[src/rtl/decode_control_stage_if.sv]
// Fetch/decode bus between the IF/ID stage, the control decoder and its consumers.
interface decode_control_stage_if;
  logic [31:0] instr_in;
  logic        if_id_en;
  logic [31:0] instruction;
  logic        Reg2Loc;
  logic        ALUsrc;
  logic        ALUsrc1;
  logic        MemtoReg;
  logic        RegWrite;
  logic        MemWri;
  logic        Readmem;
  logic        enFlags;
  logic        WriteRd;
  logic        UncondBr;
  logic        BR;
  logic [2:0]  ALUOp;
  logic [4:0]  rd_id;
  logic [4:0]  rd_ex;
  logic [4:0]  rd_mem;
  logic [4:0]  rd_wb;

  modport master (
    output instr_in, if_id_en,
    input  instruction, Reg2Loc, ALUsrc, ALUsrc1, MemtoReg, RegWrite, MemWri,
           Readmem, enFlags, WriteRd, UncondBr, BR, ALUOp,
           rd_id, rd_ex, rd_mem, rd_wb
  );

  modport slave (
    input  instr_in, if_id_en,
    output instruction, Reg2Loc, ALUsrc, ALUsrc1, MemtoReg, RegWrite, MemWri,
           Readmem, enFlags, WriteRd, UncondBr, BR, ALUOp,
           rd_id, rd_ex, rd_mem, rd_wb
  );
endinterface

[src/rtl/decode_control_stage.sv]
// IF/ID instruction register, combinational control decode and the
// destination-register pipeline (ID -> EX -> MEM -> WB).
module decode_control_stage (
  input  logic                          clk,
  input  logic                          reset,
  decode_control_stage_if.slave         bus
);

  typedef enum logic [3:0] {
    OP_NOP, OP_ADDI, OP_ADDS, OP_SUBS, OP_LDUR, OP_STUR,
    OP_BR, OP_B, OP_BL, OP_BCOND, OP_CBZ
  } op_e;

  logic [31:0] instr_q, instr_d;
  logic [4:0]  rd_ex_q, rd_mem_q, rd_wb_q;
  logic [4:0]  rd_id;
  op_e         op;

  // IF/ID next-state: load when enabled, otherwise hold (stall).
  always_comb begin
    instr_d = instr_q;
    if (bus.if_id_en) instr_d = bus.instr_in;
  end

  // IF/ID register.
  always_ff @(posedge clk or negedge reset) begin
    if (!reset) instr_q <= '0;
    else        instr_q <= instr_d;
  end

  // Opcode classification; 11-bit patterns are tested first so they win.
  always_comb begin
    op = OP_NOP;
    if      (instr_q[31:21] == 11'b10101011000) op = OP_ADDS;
    else if (instr_q[31:21] == 11'b11101011000) op = OP_SUBS;
    else if (instr_q[31:21] == 11'b11111000010) op = OP_LDUR;
    else if (instr_q[31:21] == 11'b11111000000) op = OP_STUR;
    else if (instr_q[31:21] == 11'b11010110000) op = OP_BR;
    else if (instr_q[31:22] == 10'b1001000100)  op = OP_ADDI;
    else if (instr_q[31:24] == 8'b01010100)     op = OP_BCOND;
    else if (instr_q[31:24] == 8'b10110100)     op = OP_CBZ;
    else if (instr_q[31:26] == 6'b000101)       op = OP_B;
    else if (instr_q[31:26] == 6'b100101)       op = OP_BL;
  end

  // Control outputs from the decoded class; defaults give the NOP decode.
  always_comb begin
    bus.Reg2Loc  = 1'b1;
    bus.ALUsrc   = 1'b0;
    bus.ALUsrc1  = 1'b0;
    bus.MemtoReg = 1'b0;
    bus.RegWrite = 1'b0;
    bus.MemWri   = 1'b0;
    bus.Readmem  = 1'b0;
    bus.enFlags  = 1'b0;
    bus.WriteRd  = 1'b1;
    bus.UncondBr = 1'b0;
    bus.BR       = 1'b0;
    bus.ALUOp    = 3'b000;
    unique case (op)
      OP_ADDI: begin
        bus.ALUsrc   = 1'b1;
        bus.ALUsrc1  = 1'b1;
        bus.RegWrite = 1'b1;
        bus.ALUOp    = 3'b010;
      end
      OP_ADDS: begin
        bus.RegWrite = 1'b1;
        bus.enFlags  = 1'b1;
        bus.ALUOp    = 3'b010;
      end
      OP_SUBS: begin
        bus.RegWrite = 1'b1;
        bus.enFlags  = 1'b1;
        bus.ALUOp    = 3'b011;
      end
      OP_LDUR: begin
        bus.ALUsrc   = 1'b1;
        bus.MemtoReg = 1'b1;
        bus.RegWrite = 1'b1;
        bus.Readmem  = 1'b1;
        bus.ALUOp    = 3'b010;
      end
      OP_STUR: begin
        bus.Reg2Loc  = 1'b0;
        bus.ALUsrc   = 1'b1;
        bus.MemWri   = 1'b1;
        bus.ALUOp    = 3'b010;
      end
      OP_B: begin
        bus.UncondBr = 1'b1;
      end
      OP_BL: begin
        bus.UncondBr = 1'b1;
        bus.RegWrite = 1'b1;
        bus.WriteRd  = 1'b0;
      end
      OP_CBZ: begin
        bus.Reg2Loc  = 1'b0;
      end
      OP_BR: begin
        bus.Reg2Loc  = 1'b0;
        bus.BR       = 1'b1;
      end
      default: ;
    endcase
  end

  // Destination select: BL writes the link register X30.
  always_comb begin
    rd_id = bus.WriteRd ? instr_q[4:0] : 5'd30;
  end

  // Destination pipeline shifts every edge regardless of the stall enable.
  always_ff @(posedge clk or negedge reset) begin
    if (!reset) begin
      rd_ex_q  <= '0;
      rd_mem_q <= '0;
      rd_wb_q  <= '0;
    end else begin
      rd_ex_q  <= rd_id;
      rd_mem_q <= rd_ex_q;
      rd_wb_q  <= rd_mem_q;
    end
  end

  assign bus.instruction = instr_q;
  assign bus.rd_id       = rd_id;
  assign bus.rd_ex       = rd_ex_q;
  assign bus.rd_mem      = rd_mem_q;
  assign bus.rd_wb       = rd_wb_q;

endmodule

[src/flat_wrapper.sv]
// flat-port wrapper written by rule: the top's interface ports become plain ports
module decode_control_stage_flat 
  (clk, reset, bus_instr_in, bus_if_id_en, bus_instruction, bus_Reg2Loc, bus_ALUsrc, bus_ALUsrc1, bus_MemtoReg, bus_RegWrite, bus_MemWri, bus_Readmem, bus_enFlags, bus_WriteRd, bus_UncondBr, bus_BR, bus_ALUOp, bus_rd_id, bus_rd_ex, bus_rd_mem, bus_rd_wb);
  decode_control_stage_if bus_i ();
  input  logic clk;
  input  logic reset;
  input wire logic [$bits(bus_i.instr_in)-1:0] bus_instr_in;
  input wire logic [$bits(bus_i.if_id_en)-1:0] bus_if_id_en;
  output wire logic [$bits(bus_i.instruction)-1:0] bus_instruction;
  output wire logic [$bits(bus_i.Reg2Loc)-1:0] bus_Reg2Loc;
  output wire logic [$bits(bus_i.ALUsrc)-1:0] bus_ALUsrc;
  output wire logic [$bits(bus_i.ALUsrc1)-1:0] bus_ALUsrc1;
  output wire logic [$bits(bus_i.MemtoReg)-1:0] bus_MemtoReg;
  output wire logic [$bits(bus_i.RegWrite)-1:0] bus_RegWrite;
  output wire logic [$bits(bus_i.MemWri)-1:0] bus_MemWri;
  output wire logic [$bits(bus_i.Readmem)-1:0] bus_Readmem;
  output wire logic [$bits(bus_i.enFlags)-1:0] bus_enFlags;
  output wire logic [$bits(bus_i.WriteRd)-1:0] bus_WriteRd;
  output wire logic [$bits(bus_i.UncondBr)-1:0] bus_UncondBr;
  output wire logic [$bits(bus_i.BR)-1:0] bus_BR;
  output wire logic [$bits(bus_i.ALUOp)-1:0] bus_ALUOp;
  output wire logic [$bits(bus_i.rd_id)-1:0] bus_rd_id;
  output wire logic [$bits(bus_i.rd_ex)-1:0] bus_rd_ex;
  output wire logic [$bits(bus_i.rd_mem)-1:0] bus_rd_mem;
  output wire logic [$bits(bus_i.rd_wb)-1:0] bus_rd_wb;
  assign bus_i.instr_in = bus_instr_in;
  assign bus_i.if_id_en = bus_if_id_en;
  assign bus_instruction = bus_i.instruction;
  assign bus_Reg2Loc = bus_i.Reg2Loc;
  assign bus_ALUsrc = bus_i.ALUsrc;
  assign bus_ALUsrc1 = bus_i.ALUsrc1;
  assign bus_MemtoReg = bus_i.MemtoReg;
  assign bus_RegWrite = bus_i.RegWrite;
  assign bus_MemWri = bus_i.MemWri;
  assign bus_Readmem = bus_i.Readmem;
  assign bus_enFlags = bus_i.enFlags;
  assign bus_WriteRd = bus_i.WriteRd;
  assign bus_UncondBr = bus_i.UncondBr;
  assign bus_BR = bus_i.BR;
  assign bus_ALUOp = bus_i.ALUOp;
  assign bus_rd_id = bus_i.rd_id;
  assign bus_rd_ex = bus_i.rd_ex;
  assign bus_rd_mem = bus_i.rd_mem;
  assign bus_rd_wb = bus_i.rd_wb;
  decode_control_stage u_core (.clk(clk), .reset(reset), .bus(bus_i));
endmodule
[config.mk]
export PLATFORM = sky130hd
export DESIGN_NAME = decode_control_stage_flat
export DESIGN_NICKNAME = d
export VERILOG_FILES = /design/src/rtl/decode_control_stage_if.sv /design/src/rtl/decode_control_stage.sv /design/src/flat_wrapper.sv
export SDC_FILE = /design/constraint.sdc
export NUM_CORES = 1
export LEC_CHECK = 0
export CAP_MARGIN = 40
export CORE_MARGIN = 2
export CORE_UTILIZATION = 42
export CTS_BUF_LIST = sky130_fd_sc_hd__clkbuf_16
export CTS_CLUSTER_SIZE = 8
export DETAILED_ROUTE_END_ITERATION = 8
export GPL_ROUTABILITY_DRIVEN = 0
export HOLD_SLACK_MARGIN = 0.06
export PLACE_DENSITY = 0.95
export REMOVE_ABC_BUFFERS = 1
export SLEW_MARGIN = 5
export SYNTH_ARGS = -nofsm -noshare
export SYNTH_HDL_FRONTEND = slang
export SYNTH_SLANG_ARGS = --single-unit
[constraint.sdc]
create_clock -name clk -period 3.4 [get_ports clk]
set_input_delay 0.34 -clock clk [delete_from_list [all_inputs] [get_ports clk]]
set_output_delay 0.34 -clock clk [all_outputs]
set_load 0.02 [all_outputs]
======== Word level (Yosys, flattened, before mapping) ========
Cells that the tools add are included.
word-level totals
  logic and storage cells ................. 51
  register bits after elaboration ......... 47
cells by class
  multiplexer cells ....................... 22
  reduce and logical (&&, ||, !) cells .... 6
  eq/ne operators ......................... 19
operator list
  kind                  number
  $eq 11x11->1 const B  5
  $mux 4                10
  $eq 4x3->1 const B    4
  $eq 10x10->1 const B  1
  $mux 1                10
  $eq 4x2->1 const B    2
  $eq 4x4->1 const B    2
  $eq 8x7->1 const B    1
  $eq 8x8->1 const B    1
  $eq 6x3->1 const B    1
  $eq 6x6->1 const B    1
  $reduce_or 3->1       2
  $mux 5                1
  $reduce_or 5->1       1
  $eq 4x1->1 const B    1
  $pmux 2 s2            1
  $reduce_or 2->1       2
  $reduce_or 4->1       1

======== Logic depth before layout (Yosys ltp) ========
  depth after elaboration ................. 14
  gate-level depth with buffers ........... 6

======== Worst setup path after synthesis ========
No wires, ideal clock.
  path kind ............................... register to output
  from .................................... register u_core.instr_q[29], in the netlist u_core.bus.instruction[29]
  to ...................................... output bus_rd_id[0]
  slack ................................... 1.316 ns
  data arrival time ....................... 1.744 ns
  stages on the path, launching flop included .. 5
  data required time ...................... 3.060 ns
  cell sequence ........................... dfrtp_1 -> nand4bb_4 -> nor2_1 -> nand2_1 -> and2_1
on the way
  longest elaborated chain between the ends .. 13
ends and longest elaborated chain
  item                    line                         text
  start, declared         decode_control_stage.sv:14   logic [31:0] instr_q, instr_d;
  start signal, assigned  decode_control_stage.sv:28   else instr_q <= instr_d;
  $eq 6x6->1              decode_control_stage.sv:43   else if (instr_q[31:26] == 6'b100101) op = OP_BL;
  $mux 4                  decode_control_stage.sv:43
  $mux 4                  decode_control_stage.sv:42   else if (instr_q[31:26] == 6'b000101) op = OP_B;
  $mux 4                  decode_control_stage.sv:41   else if (instr_q[31:24] == 8'b10110100) op = OP_CBZ;
  $mux 4                  decode_control_stage.sv:40   else if (instr_q[31:24] == 8'b01010100) op = OP_BCOND;
  $mux 4                  decode_control_stage.sv:39   else if (instr_q[31:22] == 10'b1001000100) op = OP_ADDI;
  $mux 4                  decode_control_stage.sv:38   else if (instr_q[31:21] == 11'b11010110000) op = OP_BR;
  $mux 4                  decode_control_stage.sv:37   else if (instr_q[31:21] == 11'b11111000000) op = OP_STUR;
  $mux 4                  decode_control_stage.sv:36   else if (instr_q[31:21] == 11'b11111000010) op = OP_LDUR;
  $mux 4                  decode_control_stage.sv:35   else if (instr_q[31:21] == 11'b11101011000) op = OP_SUBS;
  $mux 4 *                decode_control_stage.sv:34   if (instr_q[31:21] == 11'b10101011000) op = OP_ADDS;
  $eq 4x4->1 *            decode_control_stage.sv:60   unique case (op)
  $mux 5 *                decode_control_stage.sv:111  rd_id = bus.WriteRd ? instr_q[4:0] : 5'd30;
  end, declared           flat_wrapper.sv:22           output wire logic [$bits(bus_i.rd_id)-1:0] bus_rd_id;
Every way passes the cells marked *; elsewhere a longest branch is shown, timed or not.

======== Worst setup path after layout ========
  from .................................... register u_core.instr_q[22], in the netlist u_core.bus.instruction[22]
  to ...................................... output bus_RegWrite
on the way
  longest elaborated chain between the ends .. 10
ends and longest elaborated chain
  item                                      line                        text
  $eq 10x10->1                              decode_control_stage.sv:39
  $mux 4                                    decode_control_stage.sv:39
  $mux 4                                    decode_control_stage.sv:38
  $mux 4                                    decode_control_stage.sv:37
  $mux 4                                    decode_control_stage.sv:36
  $mux 4                                    decode_control_stage.sv:35
  $mux 4 *                                  decode_control_stage.sv:34
  $eq 4x4->1, or another cell as far along  decode_control_stage.sv:60
  $reduce_or 5->1 (no source line) *        --
  $mux 1 *                                  decode_control_stage.sv:60
  end, declared                             flat_wrapper.sv:14          output wire logic [$bits(bus_i.RegWrite)-1:0] bus_RegWrite;
Marked as above.

==> impl_metrics.py <==
metrics = {
    "status": {
        "outcome": "completed",
    },
    "floorplanning": {
        "die_h_um": 71.6,
        "core_sq_um": 4380,
        "x_dimension_of_the_die_um": 71.6,
        "initial_utilization": 0.438,
        "num_io_pins": 101,
        "fp.dieArea_sq_um": 5130,
        "standard_cell_rows": 24,
    },
    "setup_path": {
        "path_class": "flop to output port",
        "crit_required_ps": 3060,
        "worst_r2r_startpoint": "u_core.bus.instruction[29]",
        "endpoint_kind": "output port",
        "worst_setup_path_startpoint": "u_core.bus.instruction[22]",
        "cp_max_fo": 4,
        "critical_path.startpoint_type": "flop",
        "critical_path_arrival_ps": 2530,
        "reg2reg_depth": 4,
    },
    "timing": {
        "clock_period_minus_worst_slack_ps": 2870,
        "final_min_period_over_clock_period": 0.843,
        "finalMaxSlewViolations": 0,
        "max_freq_mhz": 349,
        "final-setup-viol-count": 0,
        "hold_ws_ps": 375,
        "setup_total_negative_slack_ps": 0,
        "timing.final.hold_violations": 0,
        "rsz0062_at_grt": "false",
        "fin_worst_skew_ps": 5.64,
    },
    "min_path": {
        "hp_class": "flop to flop",
        "worstHoldPathCells": 0,
        "hp-start": "u_core.bus.rd_ex[4]",
    },
    "logic_synthesis": {
        "synth-seq-area-share": 0.613,
        "ys_ff_latch": 47,
        "yosys_warnings": 0,
        "post_synth.cell_area_avg_sq_um": 14.5,
        "synthDistinctLibCells": 34,
        "post_synth_inst_count": 132,
        "post_synth_instance_area_sq_um": 1920,
    },
    "clock_network": {
        "cts_tree": "yes",
        "htree_levels": 2,
        "maximum_clock_path_buffer_count": 2,
        "worstSkewPairLatency_ps": 280,
        "clock_tree.root_cell": "clkbuf_16",
        "clock-sinks": 47,
        "clkSlewWorstSetupHoldPaths_ps": 60,
        "tritoncts.num_buffers": 5,
        "post_cts_buffers": 0,
    },
    "routing": {
        "ant_nets": 0,
        "initialDrtViolationCount": 64,
        "post_drt_wl_per_cell_um": 16.3,
        "post_drt_via_cell_ratio": 5.09,
        "via_count": 1457,
        "firstDrtPassIters": 4,
        "final_routed_wirelength_across_all_metal_layers_um": 4660,
        "detail_route.drc_violations": 0,
    },
    "grt": {
        "grt_first_pass_wirelength_um": 7840,
        "global_route.overflow_total": 0,
        "first_global_vias": 1535,
        "grt_util_all_layers": 0.196,
        "maximum_number_of_pins_on_one_net_before_global_route_repair": 33,
        "antenna_found_initial": 0,
    },
    "finish": {
        "insertedDiodeCount": 0,
        "finish.utilization": 0.708,
        "number_of_nets_in_the_layout": 268,
        "share_of_layout_cells_above_drive_strength_1": 0.192,
        "layout-area-overhead-vs-synth_pct": 61.7,
        "commonest_non_fill_non_tap_cells_in_the_layout": "clkdlybuf4s50_1, dfrtp_1, mux2_2",
        "layout.cells.most_common": "clkdlybuf4s50_1",
    },
    "place": {
        "buffer_ports.inserted": 99,
        "dp_hpwl_um": 3620,
    },
    "pwr": {
        "power_leakage_nw": 1.30,
        "power_per_cell_area_nw_per_um2": 480,
        "pwr-share-comb": 0.238,
        "power_report.internal_total_mw": 1.08,
        "power.switching_fraction": 0.273,
        "p_total_mw": 1.49,
        "power.sequential.fraction": 0.446,
        "clock_power_share": 0.316,
        "irDropWorstVdd_v": 0.000298,
        "net-switching-power_mw": 0.408,
    },
    "flow_run": {
        "max_cap_viol_count": 0,
    },
}
-- flip-flops by register name, summed over array words and instances (netlist names) --
| name | count |
|---|---|
| u_core.bus.rd_wb | 5 |
| u_core.bus.rd_mem | 5 |
| u_core.bus.rd_ex | 5 |
| u_core.bus.instruction | 32 |
-- kinds of logic (layout without fill, tap and decap cells) --
group / Yosys count / in the layout / share of synthesized area
AND/OR/NAND/NOR: 30 / 30 / 0.122
other: 1 / 1 / 0.00195
flip-flops: 47 / 47 / 0.613
multiplexers: 32 / 32 / 0.188
buffers and inverters: 11 / 113 / 0.0319
AO/OA/AOI/OAI: 11 / 11 / 0.0437
-- stage by stage --
| step | setup WS [ps] | cell area (sq um) | instances |
|---|---|---|---|
| 3_5_place_dp | 830 | 2950 | 277 |
| 3_3_place_gp | 1030 | 2930 | 276 |
| 2_1_floorplan | 1310 | 1870 | 124 |
| 6_report | 534 | 3100 | 286 |
| 4_1_cts | 520 | 3100 | 286 |
| 5_1_grt | 406 | 3100 | 286 |
-- critical path, cell delays in order, from the launching register on --
cell	delay [ps]
dfrtp_1	450
nor4_2	470
a22oi_1	210
o2111a_1	310
o211ai_2	180
clkdlybuf4s50_1	630
-- metal layers --
layer / vias to the layer above / share of wire / GRT usage
met5: - / 0 / 0
met4: 0 / 0.016 / 0.0650
met3: 10 / 0.067 / 0.0464
met2: 66 / 0.52 / 0.336
met1: 703 / 0.39 / 0.244
li1: 678 / - / -
-- final cells by class --
type | instances | area (sq um)
Clock buffer | 5 | 125
Tap cell | 52 | 65.1
Multi-Input combinational cell | 74 | 682
Inverter | 3 | 11.3
Sequential cell | 47 | 1180
Timing Repair Buffer | 102 | 1020
Fill cell | 318 | 1280
Clock inverter | 3 | 21.3
-- path summary, 6_finish.rpt --
kind,end,slack (ps)
min,u_core.bus.rd_mem[4],370
min in group asynchronous,u_core.bus.instruction[12],530
max in group asynchronous,u_core.bus.instruction[27],2370
min reg2reg,u_core.bus.rd_mem[4],370
max reg2reg,u_core.bus.rd_ex[0],1960
max,bus_RegWrite,530
-- power by group through the flow --
stage | logic, mW | clock network (mW) | registers, mW
finish | 0.355 | 0.471 | 0.665
global route | 0.375 | 0.504 | 0.675
CTS | 0.360 | 0.483 | 0.666
detailed placement | 0.358 | 0 | 0.676
global placement | 0.350 | 0 | 0.669
floorplan | 0.0771 | 0 | 0.741
-- cells in the mapped netlist --
master     instances  area, sq um
nor2b_1            1         6.26
nand4b_1           1         8.76
clkbuf_1           1         3.75
nand4_1            2         12.5
inv_1              3         11.3
o211ai_2           1         12.5
o31ai_1            1         7.51
a41oi_1            1         8.76
a22oi_1            1         7.51
dfrtp_1           47         1180
nand3_1            2         10.0
nand2_1            3         11.3
nor2_1             3         11.3
conb_1             1         3.75
buf_6              1         11.3
o211ai_1           1         7.51
nor4b_1            1         8.76
and2_1             2         12.5
o2111a_1           1         11.3
mux2_1             3         33.8
o21ai_0            3         15.0
nor4b_4            1         23.8
or3b_1             1         8.76
nor3_1             1         5.00
nand4bb_4          1         27.5
and4bb_2           2         25.0
buf_2              4         20.0
o2111ai_1          1         8.76
buf_4              2         15.0
nor4_2             1         12.5
o21ai_1            1         5.00
and3_1             4         25.0
mux2_2            29          327
nand2b_1           4         25.0
-- repair_timing --
action / 4_1_cts / 5_1_grt
setup endpoints to repair: 0 / 0
resized for setup: 0 / 0
hold endpoints to repair: 17 / 0
hold buffers: 1 / 0
No activity file was read; power rests on OpenSTA's default activity.
